<file path="config.mk">
export PLATFORM = sky130hd
export DESIGN_NAME = dom_prng
export DESIGN_NICKNAME = d
export VERILOG_FILES = /design/src/rtl/dom_prng.sv
export SDC_FILE = /design/constraint.sdc
export NUM_CORES = 1
export LEC_CHECK = 0
export BUFFER_PORTS_ARGS = -buffer_cell sky130_fd_sc_hd__buf_2
export CAP_MARGIN = 5
export CORE_MARGIN = 2
export CORE_UTILIZATION = 45
export DETAILED_ROUTE_END_ITERATION = 7
export GPL_ROUTABILITY_DRIVEN = 0
export PLACE_DENSITY = 0.78
export SYNTH_ARGS = -nofsm -noshare
export SYNTH_HDL_FRONTEND = slang
export SYNTH_SLANG_ARGS = --single-unit
</file>
<file path="constraint.sdc">
create_clock -name clk -period 2.36 [get_ports clk]
set_input_delay 0.236 -clock clk [delete_from_list [all_inputs] [get_ports clk]]
set_output_delay 0.236 -clock clk [all_outputs]
set_load 0.02 [all_outputs]
</file>
<file path="src/rtl/dom_prng.sv">
// dom_prng: fresh-randomness source for the masked AES datapath.
// A 64-bit LFSR is seeded over two 32-bit beats (high word first) and
// advanced W single steps per consumed word; r_out is state[W-1:0].
// Optional feature macro: DOM_PRNG_ZERO_GUARD_EN replaces an all-zero
// completed seed with 64'h1 so the LFSR cannot lock up.
module dom_prng #(
    parameter int unsigned W    = 32,
    parameter int unsigned WARM = 16
) (
    input  logic         clk,
    input  logic         rst_n,
    input  logic [31:0]  seed_data,
    input  logic         seed_valid,
    output logic         seed_ready,
    input  logic         r_ready,
    output logic [W-1:0] r_out,
    output logic         r_valid
);

    localparam int unsigned CW = (WARM > 0) ? $clog2(WARM + 1) : 1;

    typedef enum logic [1:0] {
        UNSEEDED = 2'd0,
        LOAD     = 2'd1,
        WARMUP   = 2'd2,
        RUN      = 2'd3
    } fsm_t;

    fsm_t          fsm, fsm_nxt;
    logic [63:0]   state, state_nxt;
    logic [CW-1:0] cnt, cnt_nxt;
    logic [63:0]   seed_full;
    logic [63:0]   seed_load;

    // W single LFSR steps unrolled into one combinational advance
    function automatic logic [63:0] advance(input logic [63:0] s);
        logic [63:0] t;
        t = s;
        for (int unsigned i = 0; i < W; i++) begin
            t = {t[62:0], t[63] ^ t[62] ^ t[60] ^ t[59]};
        end
        return t;
    endfunction

    assign seed_full = {state[63:32], seed_data};

`ifdef DOM_PRNG_ZERO_GUARD_EN
    assign seed_load = (seed_full == '0) ? 64'h0000_0000_0000_0001 : seed_full;
`else
    assign seed_load = seed_full;
`endif

    // State register, FSM and warm-up counter
    always_ff @(posedge clk or negedge rst_n) begin
        if (!rst_n) begin
            fsm   <= UNSEEDED;
            state <= '0;
            cnt   <= '0;
        end else begin
            fsm   <= fsm_nxt;
            state <= state_nxt;
            cnt   <= cnt_nxt;
        end
    end

    // Next-state logic; a seed beat in RUN takes priority over an advance
    always_comb begin
        fsm_nxt   = fsm;
        state_nxt = state;
        cnt_nxt   = cnt;
        case (fsm)
            UNSEEDED: begin
                if (seed_valid) begin
                    state_nxt = {seed_data, state[31:0]};
                    fsm_nxt   = LOAD;
                end
            end
            LOAD: begin
                if (seed_valid) begin
                    state_nxt = seed_load;
                    if (WARM > 0) begin
                        cnt_nxt = CW'(WARM);
                        fsm_nxt = WARMUP;
                    end else begin
                        fsm_nxt = RUN;
                    end
                end
            end
            WARMUP: begin
                state_nxt = advance(state);
                cnt_nxt   = cnt - CW'(1);
                if (cnt <= CW'(1)) begin
                    fsm_nxt = RUN;
                end
            end
            RUN: begin
                if (seed_valid) begin
                    state_nxt = {seed_data, state[31:0]};
                    fsm_nxt   = LOAD;
                end else if (r_ready) begin
                    state_nxt = advance(state);
                end
            end
            default: fsm_nxt = UNSEEDED;
        endcase
    end

    // Outputs decoded from registered state only
    always_comb begin
        seed_ready = (fsm != WARMUP);
        r_valid    = (fsm == RUN);
        r_out      = state[W-1:0];
    end

endmodule

</file>
; After elaboration in Yosys (flattened, before gate mapping)
; Index checks and enable logic that the tools add are counted.
[word_totals]
input_bits = 36
register_bits = 71
output_inout_bits = 34
wordCells = 133
[classes]
muxes = 11
order_cmp = 1
n_bitwise = 98
reduce_logical = 7
addsub = 1
n_eq_ne = 11
[ops]
columns = cell, count
row1 = 64-bit case mux with 4 select lines, 1
row2 = 64-bit 2-to-1 mux, 3
row3 = 1-bit bitwise XOR, 96
row4 = 32-bit 2-to-1 mux, 1
row5 = "2-bit inequality test, second input constant", 6
row6 = 5-bit case mux with 2 select lines, 1
row7 = 2-bit 2-to-1 mux, 3
row8 = 2-bit case mux with 3 select lines, 1
row9 = 3-bit AND reduction, 2
row10 = "5-bit by 1-bit <= comparator with 1-bit output, second input constant", 1
row11 = 5-bit 2-to-1 mux, 1
row12 = "5-bit by 1-bit subtractor with 5-bit output, second input constant", 1
row13 = "2-bit equality test, second input constant", 2
row14 = 4-bit AND reduction, 1
row15 = "3-bit inequality test, second input constant", 1
row16 = "2-bit by 1-bit equality test with 1-bit output, second input constant", 1
row17 = 2-bit zero test, 1
row18 = "2-bit by 1-bit inequality test with 1-bit output, second input constant", 1
row19 = 1-bit inverter, 2
row20 = 2-bit AND reduction, 1
row21 = 2-bit nonzero test, 1
row22 = 2-bit OR reduction, 1

; Logic depth before layout (Yosys ltp)
; Gate-level depths: netlist of the first run.
[logic_depth]
word_depth = 6
depth_mapped = 8
mapped_depth_nobuf = 6

; Worst setup path after synthesis of the first run
; Ideal clock, no wire load.
[synth_timing]
kind = register to register
from = register fsm[0]
to = register state[36]
required_time_ns = 2.235
n_path_buf = 2
arrival_ns = 1.780
path_slack_ns = 0.455
path_stages_with_launch = 8
period_less_slack_ns = 1.905
setup_ns = 0.125
path_cell_list = dfrtp_1 ha_1 nor2b_4 o21ba_1 buf_6 buf_6 a22o_1 mux2_2
[synth_between]
elab_chain_cells = 3
word_cells_on_any_way = 9
cone_classes = eq/ne (5) / mux (1) / bitwise (1) / reduce/logical (2)
[synth_lines]
columns = element, line_no
row1 = start: declaration, 29  ; fsm_t fsm, fsm_nxt;
row2 = start signal: assignment, 60  ; fsm <= fsm_nxt;
row3 = 2-bit equality test (*), n/a
row4 = named net r_valid, 17  ; output logic r_valid
row5 = 3-bit inequality test (no line), n/a
row6 = 3-bit AND reduction (no line), n/a
row7 = end signal: assignment, 61  ; state <= state_nxt;
row8 = end: declaration, 30  ; logic [63:0] state, state_nxt;
; The timed path passes the listed nets; every way through them passes the cells marked *.
; A chain may end at the register's enable or synchronous reset.

; Worst setup path in the final report of the first run
[layout_timing]
from = register fsm[1]
to = register state[18]
[layout_between]
elab_chain_cells = 3
word_cells_on_any_way = 10
cone_classes = eq/ne (6) / mux (1) / bitwise (1) / reduce/logical (2)
[layout_lines]
columns = element, line_no
row1 = "2-bit equality test, or another cell as far along", 71  ; case (fsm)
row2 = 2-bit inequality test (no line) or 1-bit inverter (tied branches), n/a
row3 = 4-bit AND reduction (no line), n/a
; Several ways; a longest one is shown, not always the timed one.

==> results of run 1 <==
==> layout make-up <==
cell class                      instances  area (um^2)  share of cell area, %
Multi-Input combinational cell        258         2145                  45.45
Tap cell                              129        161.4                  3.421
Inverter                                6        22.52                 0.4773
Clock inverter                          4        23.77                 0.5038
Timing Repair Buffer                   77        457.9                  9.706
Clock buffer                           11        131.4                  2.784
Sequential cell                        71         1777                  37.66
==> what timing repair did <==
action,CTS,global route
buffers inserted,0,0
endpoints found under the hold margin,26,0
hold buffers,1,0
==> worst register-to-register path: cells and delay by family, from the launching register on <==
| kind | cells | cell delay (ns) |
|---|---|---|
| adder cells (fa/ha/maj) | 1 | 0.30 |
| buffers and inverters | 2 | 0.37 |
| AND/OR/NAND/NOR | 2 | 0.36 |
| AO/OA/AOI/OAI | 2 | 0.42 |
| flip-flops | 1 | 0.41 |
==> routing by layer <==
| layer | part of all wire (%) | GRT usage, % |
|---|---|---|
| met5 | 0 | 0 |
| met4 | 1.2 | 5.128 |
| met3 | 4.1 | 4.378 |
| met2 | 48 | 29.81 |
| met1 | 47 | 24.61 |
==> layout by cell type (no fill, tap or decap), types with 4 or more instances in the layout <==
master	count
sky130_fd_sc_hd__buf_2	69
sky130_fd_sc_hd__dfrtp_1	71
sky130_fd_sc_hd__a221o_1	26
sky130_fd_sc_hd__nor3_1	26
sky130_fd_sc_hd__a22o_1	33
sky130_fd_sc_hd__o21ai_0	12
sky130_fd_sc_hd__mux2_2	32
sky130_fd_sc_hd__nand2_1	15
sky130_fd_sc_hd__inv_1	6
sky130_fd_sc_hd__xor2_1	24
sky130_fd_sc_hd__clkbuf_8	9
sky130_fd_sc_hd__xnor2_1	49
sky130_fd_sc_hd__a22oi_1	6
sky130_fd_sc_hd__nor2_1	6
sky130_fd_sc_hd__ha_1	7
sky130_fd_sc_hd__buf_12	4
==> metrics by stage <==
step | cells | util [%] | cell area (um^2) | hold slack, ns
4_1_cts | 556 | 50.82 | 4718 | 0.1210
6_report | 556 | 50.82 | 4718 | 0.1341
3_5_place_dp | 540 | 49.04 | 4553 | 0.3026
3_3_place_gp | 540 | 49.04 | 4553 | 0.2927
5_1_grt | 556 | 50.82 | 4718 | 0.1205
2_1_floorplan | 391 | - | 4344 | -0.05959
==> state kept, by name, indices dropped and copies added (netlist names) <==
name,cells
cnt,5
fsm,2
state,64
==> power breakdown <==
group | switching (uW) | total, uW | internal, uW
clock | 450 | 823 | 373
sequential | 438 | 2080 | 1640
combinational | 2200 | 4220 | 2020
total | 3090 | 7120 | 4030
==> worst max path at each step <==
stage / from / slack (ns) / cells past startpoint / end
finish: fsm[1] / 0.38 / 7 / state[18]
global route: fsm[1] / 0.24 / 7 / state[22]
CTS: fsm[1] / 0.39 / 7 / state[10]
detailed placement: fsm[1] / 0.39 / 7 / state[8]
global placement: fsm[0] / 0.48 / 6 / state[62]
floorplan: fsm[0] / 0.46 / 7 / state[36]
==> logic make-up after synthesis <==
family	Yosys count	share of synthesized area, %
mux	34	8.756
fa+ha+maj	7	2.016
simple gates	56	6.365
xor+xnor	73	14.72
buf+inv	62	10.02
compound gates	88	17.22
flops	71	40.90
==> Yosys cell counts, drive strengths merged <==
cell type | instances | share of area [%]
nand2b | 3 | 0.43
a211o | 1 | 0.20
o21ba | 2 | 0.46
a22o | 33 | 6.7
o41ai | 1 | 0.20
mux2i | 2 | 0.46
nor3 | 26 | 3.0
dfrtp | 71 | 41
xnor2 | 49 | 9.9
o31a | 1 | 0.20
nand2 | 15 | 1.3
o21bai | 1 | 0.26
clkbuf | 8 | 0.69
o311ai | 1 | 0.20
a32o | 1 | 0.23
a21oi | 2 | 0.23
ha | 7 | 2.0
nor4 | 1 | 0.29
buf | 48 | 8.8
a221o | 26 | 6.0
xor2 | 24 | 4.8
o21ai | 12 | 1.4
and3 | 1 | 0.14
mux2 | 32 | 8.3
nor2 | 7 | 0.60
nor2b | 3 | 0.60
a21o | 1 | 0.17
a22oi | 6 | 1.0
inv | 6 | 0.52
==> summary.txt, run 1 <==
Timing
  • RSZ-0062 raised after global routing: false
  • Final Setup Violations: 0
  • Worst Slack Setup Final: 0.3820 ns
  • Fin. max-slew vios: 0
  • Fin Setup TNS: 0 ns
  • Final critical-path required period: 1.978 ns
  • Worst slew margin relative to its limit: 57.44%
  • Number of endpoints with negative hold slack in the final report: 0
  • Post-route clock skew: 0.01308 ns
  • Final period util: 83.81%
  • Maximum frequency from static timing analysis: 0.5056 GHz
  • Transition time at the pin with the least slew margin: 0.6302 ns

Routing
  • Number of vias after detailed routing: 3068
  • Post-route ant nets: 0
  • Per-cell routed wire length: 16.56 um
  • Final routed wirelength across all metal layers: 9.206 mm
  • Detailed Route Iter0 Violations: 145
  • Post-route DRC: 0
  • Drt via density: 5.518
  • Pre-Repair DR Iteration Count: 4

Yosys
  • Synth warn: 0
  • Sequential area share after synthesis: 40.90%
  • Number of distinct library cells after synthesis: 33
  • Cells after Synth: 391
  • Syn Nets: 434
  • Flops & latches, synth: 71
  • Netlist area before placement: roughly 4300 um^2
  • Mean Syn Cell Area: 11.11 um^2

Floorplanning
  • Effective utilization at floorplan: 46.79%
  • Area enclosed by the die boundary: 10460 um^2
  • Die width: 102.3 um
  • Standard cell core area: 9284 um^2
  • Die Ht: 102.3 um
  • Number of standard-cell rows in the floorplan: 35
  • IO Pins: 70

Hold path
  • Hold path depth: 2
  • Worst Hold Class: in -> reg
  • Min-delay src: seed_data[12]
  • Min-Delay Endpoint: state[12]

Status
  • Result of the run: completed

Cells and area
  • Filler cell count in the final layout: ~860
  • Fraction of final layout cells with drive strength greater than 1: 29.74%
  • Ant diodes: 0
  • Area growth, synth to finish: 8.612%
  • Final-stage net count: 466

GRT
  • Antenna violations before repair: 0
  • Global-route wire length before repair: 15.04 mm
  • Overflow after GRT: 0
  • GRT Util Overall: a little under a fifth
  • Maximum number of pins on one net before global-route repair: 65
  • Vias in the first global route: ~3000

Setup path
  • Critical R2R Launch: fsm[1]
  • Longest individual stage delay on the worst path: between 0.4 and 0.5 ns
  • Reg2reg setup slack: 0.38 ns
  • Critical path capture point type: flip-flop
  • Worst reg2reg path endpoint: state[18]
  • Type of the setup path with the least slack: reg -> reg
  • Nature of the critical path startpoint: flip-flop
  • Worst path top cell family by delay: compound AO/OA/AOI/OAI gates
  • Data required time of the worst path: 2.59 ns
  • Series of cell instances along the critical path: inv_1, ha_1, nor2b_1, a211o_2, buf_12, nor3_1, a221o_1
  • Critical path fanouts, max: 64
  • Slowest cell on the critical path: sky130_fd_sc_hd__dfrtp_1
  • Worst-case reg-to-reg path depth: 7
  • Arrival time at the worst endpoint: 2.21 ns
  • Buf/Inv on CP: 2

Clock network
  • Clock tree buffer depth: 2
  • Number of buffers added by the clock tree synthesis step: 9
  • Number of clock sinks: 71
  • Root cell of the clock tree: sky130_fd_sc_hd__clkbuf_8
  • Number of gates resized after cts: 0
  • Count of H-tree levels built during CTS: 3
  • Clock transition time at the flip-flop clock pins of the worst setup and hold paths: about 0.070 ns
  • Clock tree from TritonCTS: done
  • Clock network latency to the later pin of the worst-skew pair: 0.35 ns

Power
  • Lkg Pwr: 0.002249 uW
  • Power per unit of standard cell area: 1509 nW/um^2
  • Overall power after layout: 7122 uW
  • Worst IR drop on VDD: 0.9789 mV

Place
  • Post-DP HPWL: just over 6 mm
  • Number of buffers inserted by port buffering: 69
  • Worst slack, placed: 0.3941 ns

Flow run
  • Max_cap viols: 0
Note: power is estimated with default switching activity, not from simulation.
==> run 2, diff against run 1 <==
clock period = 2 ns   (was 2.36 ns; I/O delays follow)
==> run 2 against run 1 <==
- global-route usage is 1.3 points higher
- first-iteration DRC count is 4.8% lower
- critical path depth stayed put
- sequential power is 18% higher
- register-to-register slack worse by 0.27 ns
- clock-buffer cell count is 1 lower
- hold slack worse by 0.042 ns
- sequential cell count stayed put
- critical endpoint is now state[21]
==> summary.txt, run 2 (synthesized netlist as in run 1, its figures left out) <==
Power
  • Cell-internal power: 4890 uW (was 4032 uW)
  • Net switching component of the power: 3772 uW (was 3089 uW)
  • Relative contribution of combinational cells to total power: 59.3% (was 59.2%)
  • Lkg Pwr: 0.002307 uW (was 0.002249 uW)
  • Relative contribution of the clock network to total power: 12.3% (was 11.6%)
  • Power per unit of standard cell area: 1795 nW/um^2 (was 1509 nW/um^2)
  • Worst IR drop on VDD: 0.7074 mV (was 0.9789 mV)
  • Fraction of power spent switching nets: 43.55% (was 43.38%)
  • Part of the power in registers: 28.4% (was 29.2%)
  • Overall power after layout: 8663 uW (was 7122 uW)

Cells and area
  • Final Instance Count excl. Fillers: 568 (was 556)
  • Most frequent cells in the layout: sky130_fd_sc_hd__dfrtp_1, sky130_fd_sc_hd__buf_2, sky130_fd_sc_hd__xnor2_1, sky130_fd_sc_hd__a22o_1, sky130_fd_sc_hd__mux2_2 (unchanged)
  • Register containing the most flip-flops in the final layout: state (unchanged)
  • Largest registers: state: 64 flops, cnt: 5 flops, fsm: 2 flops (unchanged)
  • Filler cell count in the final layout: 868 (was 856)
  • Most frequent standard cell in the layout excluding fill and tap cells: sky130_fd_sc_hd__dfrtp_1 (unchanged)
  • Area growth, synth to finish: 11.12% (was 8.612%)
  • Final core utilization: 51.99% (was 50.82%)
  • Number of flip-flops under the largest register name: 64 (unchanged)
  • Post-route cell area: 4827 um^2 (was 4718 um^2)
  • Final-stage net count: 476 (was 466)
  • Fraction of final layout cells with drive strength greater than 1: 32.65% (was 29.74%)

Timing
  • Number of endpoints with negative hold slack in the final report: 0 (unchanged)
  • Maximum frequency from static timing analysis: 0.5308 GHz (was 0.5056 GHz)
  • Final critical-path required period: 1.884 ns (was 1.978 ns)
  • Worst slew margin relative to its limit: 62.12% (was 57.44%)
  • Post-route clock skew: 0.01015 ns (was 0.01308 ns)
  • Final period util: 94.21% (was 83.81%)
  • Transition time at the pin with the least slew margin: 0.5682 ns (was 0.6302 ns)
  • Final Setup Violations: 0 (unchanged)
  • RSZ-0062 raised after global routing: true (was false)
  • Worst slack on hold paths: 0.09222 ns (was 0.1341 ns)
  • Fin. max-slew vios: 0 (unchanged)

Clock network
  • Clock network latency to the later pin of the worst-skew pair: 0.35 ns (about the same)
  • Root cell of the clock tree: sky130_fd_sc_hd__clkbuf_8 (unchanged)
  • Number of clock sinks: 71 (unchanged)
  • Clock tree buffer depth: 2 (unchanged)
  • Clock transition time at the flip-flop clock pins of the worst setup and hold paths: 0.08 ns (was 0.07 ns)
  • Count of H-tree levels built during CTS: 3 (unchanged)
  • Clock tree from TritonCTS: done (unchanged)
  • Number of buffers added by the clock tree synthesis step: 9 (unchanged)

Setup path
  • Data required time of the worst path: 2.29 ns (was 2.59 ns)
  • Nature of the critical path startpoint: flip-flop (unchanged)
  • Type of the setup path with the least slack: reg -> reg (unchanged)
  • Critical path capture point type: flip-flop (unchanged)
  • Critical path fanouts, max: 24 (was 64)
  • Arrival time at the worst endpoint: 2.17 ns (was 2.21 ns)

Routing
  • Post-route DRC: 0 (unchanged)
  • Number of vias after detailed routing: 3139 (was 3068)
  • Pre-Repair DR Iteration Count: 4 (unchanged)
  • Post-route ant nets: 0 (unchanged)
  • Final routed wirelength across all metal layers: 9.576 mm (was 9.206 mm)
  • Drt via density: 5.526 (was 5.518)
  • Per-cell routed wire length: 16.86 um (was 16.56 um)
  • Detailed Route Iter0 Violations: 138 (was 145)

GRT
  • Antenna violations before repair: 1 (was 0)
  • Maximum number of pins on one net before global-route repair: 41 (was 65)
  • GRT Util Overall: 19.60% (was 18.33%)
  • Global-route wire length before repair: 15.92 mm (was 15.04 mm)
  • Overflow after GRT: 0 (unchanged)
  • Vias in the first global route: 3198 (was 3004)

Place
  • Cell area after placement: 4616 um^2 (was 4553 um^2)
  • Post-DP HPWL: 6.767 mm (was 6.086 mm)
  • Number of buffers inserted by port buffering: 69 (unchanged)
  • Inst Count DP: 550 (was 540)

Floorplanning
  • Die Ht: 102.3 um (unchanged)
  • Effective utilization at floorplan: 46.79% (unchanged)
  • Standard cell core area: 9284 um^2 (unchanged)
  • Die width: 102.3 um (unchanged)
  • IO Pins: 70 (unchanged)
  • Number of standard-cell rows in the floorplan: 35 (unchanged)
  • Area enclosed by the die boundary: 10460 um^2 (unchanged)

Hold path
  • Worst Hold Class: in -> reg (unchanged)

Status
  • Result of the run: completed (unchanged)

Flow run
  • Max_cap viols: 0 (unchanged)
## run 2: final timing paths
| check | startpoint | to | slack, ns | depth (start not counted) |
|---|---|---|---|---|
| setup / recovery | fsm[1] | state[21] | 0.12 | 7 |
| hold / removal | seed_data[10] | state[10] | 0.09 | 2 |
| setup reg to reg | fsm[1] | state[21] | 0.12 | 7 |
| hold reg to reg | state[21] | state[21] | 0.54 | 1 |
| max in group asynchronous | rst_n | state[48] | 1.01 | 3 |
| min in group asynchronous | rst_n | state[2] | 0.37 | 2 |
## run 2: what timing repair did
item                                    in CTS  in global routing
endpoints found under the hold margin       21                  0
setup buffers                                0                  0
gates resized for setup                      0                  4
endpoints found under the setup margin       0                 21
hold buffers                                 1                  0
## run 2: cell type report
cell class	count	area [um^2]	area share (%)
Inverter	6	22.52	0.4666
Clock inverter	6	45.04	0.9331
Clock buffer	10	137.6	2.851
Multi-Input combinational cell	258	2157	44.69
Antenna cell	1	2.502	0.05184
Tap cell	129	161.4	3.344
Timing Repair Buffer	87	524.3	10.86
Sequential cell	71	1777	36.81
## run 2: worst max-delay path: stages, from the launching register on
cell and delay [ns]:
sky130_fd_sc_hd__dfrtp_1 0.40, sky130_fd_sc_hd__inv_1 0.10, sky130_fd_sc_hd__ha_1 0.20, sky130_fd_sc_hd__nor2b_1 0.15, sky130_fd_sc_hd__a211o_2 0.34, sky130_fd_sc_hd__buf_4 0.23, sky130_fd_sc_hd__nor3_1 0.26, sky130_fd_sc_hd__a221o_1 0.15
## run 2: routing by layer
| layer | wire length (um) | up-vias | track usage [%] |
|---|---|---|---|
| met5 | 0 | - | 0 |
| li1 | - | 1475 | - |
| met3 | 556 | 8 | 5.267 |
| met4 | 90 | 0 | 5.538 |
| met1 | 4201 | 1554 | 25.92 |
| met2 | 4728 | 102 | 31.88 |
## run 2: power groups by stage
stage	combinational (uW)	clock (uW)	sequential, uW
floorplan	4370	0	2350
global placement	4940	0	2450
detailed placement	5100	0	2480
CTS	5130	1100	2460
global route	5630	1170	2540
finish	5130	1070	2460
## run 2: metrics by stage
step	setup slack, ns	TNS, ns
after floorplan	0.09532	0
after global routing	-0.01306	-0.02860
after CTS	0.07922	0
after global placement	0.1902	0
final	0.1159	0
after detailed placement	0.09522	0
==> run 3, diff against run 2 <==
ABC_AREA = 1   (was default)
PLACE_DENSITY = 0.77   (was 0.78)
==> run 3 against run 2 <==
- first-iteration DRC count increased by 130%
- fmax grew 9.7%
- global-route usage is 2.8 points higher
- utilization fell by 0.35 points
- sequential share of layout area fell by 6.5 points
- clock power increased by 46%
- via count grew 65%
- register-to-register slack better by 0.17 ns
- clock skew is 0.0022 ns lower
- clock-buffer cell count grew 4
- combinational power up 14%
- cell count up 88%
- largest cell class unchanged
==> summary.txt, run 3 <==
Routing
  • Number of vias after detailed routing: 5188 (was 3139)
  • Post-route DRC: 0 (unchanged)
  • Pre-Repair DR Iteration Count: 5 (was 4)
  • Detailed Route Iter0 Violations: 322 (was 138)
  • Drt via density: 4.858 (was 5.526)
  • Post-route ant nets: 0 (unchanged)
  • Final routed wirelength across all metal layers: 13.15 mm (was 9.576 mm)
  • Per-cell routed wire length: 12.31 um (was 16.86 um)

Floorplanning
  • Standard cell core area: 11370 um^2 (was 9284 um^2)
  • Effective utilization at floorplan: 45.81% (was 46.79%)
  • Die Ht: 111.6 um (was 102.3 um)
  • Area enclosed by the die boundary: 12450 um^2 (was 10460 um^2)
  • IO Pins: 70 (unchanged)
  • Die width: 111.6 um (was 102.3 um)
  • Number of standard-cell rows in the floorplan: 39 (was 35)

Setup path
  • Worst-case reg-to-reg path depth: 10 (was 7)
  • Data required time of the worst path: 2.24 ns (was 2.29 ns)
  • Reg2reg setup slack: 0.28 ns (was 0.12 ns)
  • Critical path fanouts, max: 12 (was 24)
  • Longest individual stage delay on the worst path: 0.39 ns (was 0.40 ns)
  • Worst reg2reg path endpoint: state[46] (was state[21])
  • Nature of the critical path startpoint: flip-flop (unchanged)
  • Critical path capture point type: flip-flop (unchanged)
  • Critical R2R Launch: fsm[0] (was fsm[1])
  • Type of the setup path with the least slack: reg -> reg (unchanged)
  • Slowest cell on the critical path: sky130_fd_sc_hd__dfrtp_1 (unchanged)
  • Series of cell instances along the critical path: inv_1, ha_1, inv_1, o21ai_4, buf_4, buf_12, nand3_1, o21ai_0, nand2_1, nand2_1 (was inv_1, ha_1, nor2b_1, a211o_2, buf_4, nor3_1, a221o_1)
  • Buf/Inv on CP: 4 (was 2)
  • Worst path top cell family by delay: buffers and inverters (was compound AO/OA/AOI/OAI gates)
  • Arrival time at the worst endpoint: 1.95 ns (was 2.17 ns)

Power
  • Cell-internal power: 4900 uW (was 4890 uW)
  • Relative contribution of combinational cells to total power: 59.0% (was 59.3%)
  • Relative contribution of the clock network to total power: 15.7% (was 12.3%)
  • Worst IR drop on VDD: 1.010 mV (was 0.7074 mV)
  • Fraction of power spent switching nets: 50.67% (was 43.55%)
  • Power per unit of standard cell area: 1692 nW/um^2 (was 1795 nW/um^2)
  • Net switching component of the power: 5033 uW (was 3772 uW)
  • Lkg Pwr: 0.003534 uW (was 0.002307 uW)
  • Part of the power in registers: 25.3% (was 28.4%)

Flow run
  • Max_cap viols: 0 (unchanged)

GRT
  • Global-route wire length before repair: 22.67 mm (was 15.92 mm)
  • Maximum number of pins on one net before global-route repair: 72 (was 41)
  • Antenna violations before repair: 0 (was 1)
  • Vias in the first global route: 4814 (was 3198)
  • GRT Util Overall: 22.39% (was 19.60%)
  • Overflow after GRT: 0 (unchanged)

Yosys
  • Flops & latches, synth: 71 (unchanged)
  • Mean Syn Cell Area: 5.886 um^2 (was 11.11 um^2)
  • Number of distinct library cells after synthesis: 19 (was 33)
  • Synth warn: 0 (unchanged)
  • Count of flip-flops with a built-in enable after synthesis: 0 (unchanged)
  • Sequential area share after synthesis: 34.11% (was 40.90%)
  • Main flop type after synthesis: sky130_fd_sc_hd__dfrtp_1 (unchanged)
  • Dominant cell by count in the synthesized netlist: sky130_fd_sc_hd__nand2_1 (was sky130_fd_sc_hd__dfrtp_1)
  • Proportion of synthesized flip-flops having asynchronous set or reset: 100.0% (unchanged)
  • Syn Nets: 928 (was 434)
  • Cell types occupying the most area after synthesis: sky130_fd_sc_hd__nand2_1, sky130_fd_sc_hd__dfrtp_1, sky130_fd_sc_hd__nand3_1 (was sky130_fd_sc_hd__dfrtp_1, sky130_fd_sc_hd__xnor2_1, sky130_fd_sc_hd__mux2_2)
  • Most frequent cells after synthesis: sky130_fd_sc_hd__nand2_1, sky130_fd_sc_hd__inv_1, sky130_fd_sc_hd__dfrtp_1 (was sky130_fd_sc_hd__dfrtp_1, sky130_fd_sc_hd__xnor2_1, sky130_fd_sc_hd__a22o_1)
  • Cell type with the largest total area after synthesis: sky130_fd_sc_hd__nand2_1 (was sky130_fd_sc_hd__dfrtp_1)
  • Cells after Synth: 885 (was 391)
  • Portion of synthesized cell area occupied by the leading cell type: 39.42% (was 40.90%)
  • Netlist area before placement: 5209 um^2 (was 4344 um^2)

Clock network
  • Clock tree buffer depth: 2 (unchanged)
  • Number of buffers added by the clock tree synthesis step: 9 (unchanged)
  • Number of clock sinks: 71 (unchanged)
  • Clock network latency to the later pin of the worst-skew pair: 0.35 ns (about the same)
  • Root cell of the clock tree: sky130_fd_sc_hd__clkbuf_16 (was sky130_fd_sc_hd__clkbuf_8)
  • Count of H-tree levels built during CTS: 3 (unchanged)
  • Number of gates resized after cts: 0 (unchanged)
  • Clock transition time at the flip-flop clock pins of the worst setup and hold paths: 0.05 ns (was 0.08 ns)
  • Clock tree from TritonCTS: done (unchanged)

Cells and area
  • Area growth, synth to finish: 12.73% (was 11.12%)
  • Number of flip-flops under the largest register name: 64 (unchanged)
  • Final core utilization: 51.65% (was 51.99%)
  • Ant diodes: 0 (was 1)
  • Combined area of the multi-input logic cells: 2770 um^2 (was 2157 um^2)
  • Register containing the most flip-flops in the final layout: state (unchanged)
  • Final-stage net count: 964 (was 476)
  • Most frequent cells in the layout: sky130_fd_sc_hd__nand2_1, sky130_fd_sc_hd__inv_1, sky130_fd_sc_hd__dfrtp_1, sky130_fd_sc_hd__nand3_1, sky130_fd_sc_hd__buf_2 (was sky130_fd_sc_hd__dfrtp_1, sky130_fd_sc_hd__buf_2, sky130_fd_sc_hd__xnor2_1, sky130_fd_sc_hd__a22o_1, sky130_fd_sc_hd__mux2_2)
  • Fraction of final layout cells with drive strength greater than 1: 11.03% (was 32.65%)
  • Filler cell count in the final layout: 1209 (was 868)
  • Largest registers: state: 64 flops, cnt: 5 flops, fsm: 2 flops (unchanged)
  • FF+latch area: 1777 um^2 (unchanged)
  • Most frequent standard cell in the layout excluding fill and tap cells: sky130_fd_sc_hd__nand2_1 (was sky130_fd_sc_hd__dfrtp_1)

Timing
  • Worst Slack Setup Final: 0.2830 ns (was 0.1159 ns)
  • Final period util: 85.85% (was 94.21%)
  • Worst slew margin relative to its limit: 73.67% (was 62.12%)
  • Fin Setup TNS: 0 ns (unchanged)
  • RSZ-0062 raised after global routing: false (was true)
  • Post-route clock skew: 0.007946 ns (was 0.01015 ns)
  • Maximum frequency from static timing analysis: 0.5824 GHz (was 0.5308 GHz)
  • Number of endpoints with negative hold slack in the final report: 0 (unchanged)
  • Fin. max-slew vios: 0 (unchanged)
  • Final Setup Violations: 0 (unchanged)
  • Transition time at the pin with the least slew margin: 0.3950 ns (was 0.5682 ns)
  • Final critical-path required period: 1.717 ns (was 1.884 ns)

Hold path
  • Min-Delay Endpoint: state[11] (was state[10])
  • Hold path depth: 5 (was 2)
  • Worst Hold Class: in -> reg (unchanged)
  • Min-delay src: seed_data[11] (was seed_data[10])

Place
  • Number of buffers inserted by port buffering: 69 (unchanged)
  • Worst slack, placed: 0.1892 ns (was 0.09522 ns)
  • Post-DP HPWL: 9.014 mm (was 6.767 mm)

Status
  • Result of the run: completed (unchanged)
[run 3: changes by cell type in the layout (fill, tap and decap cells not counted), moves of 9 or more]
cell,delta
sky130_fd_sc_hd__o21ai_0,+23
sky130_fd_sc_hd__a221o_1,-26
sky130_fd_sc_hd__mux2_2,-32
sky130_fd_sc_hd__clkbuf_16,+9
sky130_fd_sc_hd__xnor2_1,-49
sky130_fd_sc_hd__nand3_1,+70
sky130_fd_sc_hd__nor3_1,-24
sky130_fd_sc_hd__a22o_1,-33
sky130_fd_sc_hd__clkbuf_8,-10
sky130_fd_sc_hd__xor2_1,-23
sky130_fd_sc_hd__nand2_1,+532
sky130_fd_sc_hd__inv_1,+73
[run 3: final cells by class]
cell class | count | share of cell area, %
clock inverters | 1 | 0.5114
inverters | 81 | 5.178
clock buffers | 14 | 4.155
multi-input cells | 673 | 47.18
repair buffers | 85 | 9.674
well taps | 143 | 3.047
flip-flops and latches | 71 | 30.26
[run 3: power groups by stage]
stage	Clock, uW	Sequential [uW]	Combinational (uW)
after global placement	0	2510	5660
after floorplan	0	2370	4420
after detailed placement	0	2520	5750
after CTS	1600	2500	5760
final	1560	2510	5860
after global routing	1650	2600	6730
[run 3: worst max-delay path by stage]
| stage | slack [ns] | startpoint | endpoint | cells after the start |
|---|---|---|---|---|
| after floorplan | 0.38 | fsm[0] | state[10] | 9 |
| after detailed placement | 0.19 | fsm[0] | state[56] | 8 |
| final | 0.28 | fsm[0] | state[46] | 10 |
| after global placement | 0.24 | fsm[0] | state[23] | 8 |
| after CTS | 0.19 | fsm[0] | state[56] | 8 |
| after global routing | 0.11 | fsm[0] | state[32] | 9 |
[run 3: logic make-up (layout without fill, tap and decap cells)]
group           Yosys count  count (layout)  synth area share (%)
compound gates           42              42                 4.324
fa+ha+maj                 7               7                 1.681
buf+inv                 141             181                 12.92
simple gates            623             623                 46.79
flops                    71              71                 34.11
xor+xnor                  1               1                0.1682
[run 3: worst register-to-register path, delay by kind of cell, from the launching register on]
kind                     cells  cell delay, ns
AND/OR/NAND/NOR              3            0.20
adder cells (fa/ha/maj)      1            0.26
buffers and inverters        4            0.58
AO/OA/AOI/OAI                2            0.18
flip-flops                   1            0.39
[run 3: repair_timing]
item                       4_1_cts  5_1_grt
setup buffers                    0        4
hold buffers                     1        0
setup endpoints to repair        0        5
hold endpoints to repair        71        0
[run 3: per-stage QoR]
step                      total power [uW]  hold WS, ns  area, um^2  cells
after CTS                             9872       0.1487        5829   1064
after floorplan                       6789     -0.09559        5209    885
after global routing                 10970       0.1824        5872   1068
after detailed placement              8265       0.2624        5545   1048
final                                 9933       0.1557        5872   1068
after global placement                8173       0.2629        5545   1048
[run 3: per-layer routing]
layer / up-vias / GRT usage [%] / part of all wire (%)
met3: 22 / 4.790 / 5.8
met1: 2312 / 29.53 / 47
met5: - / 0 / 0
met2: 126 / 36.30 / 46
met4: 0 / 8.560 / 2.1
li1: 2728 / - / -
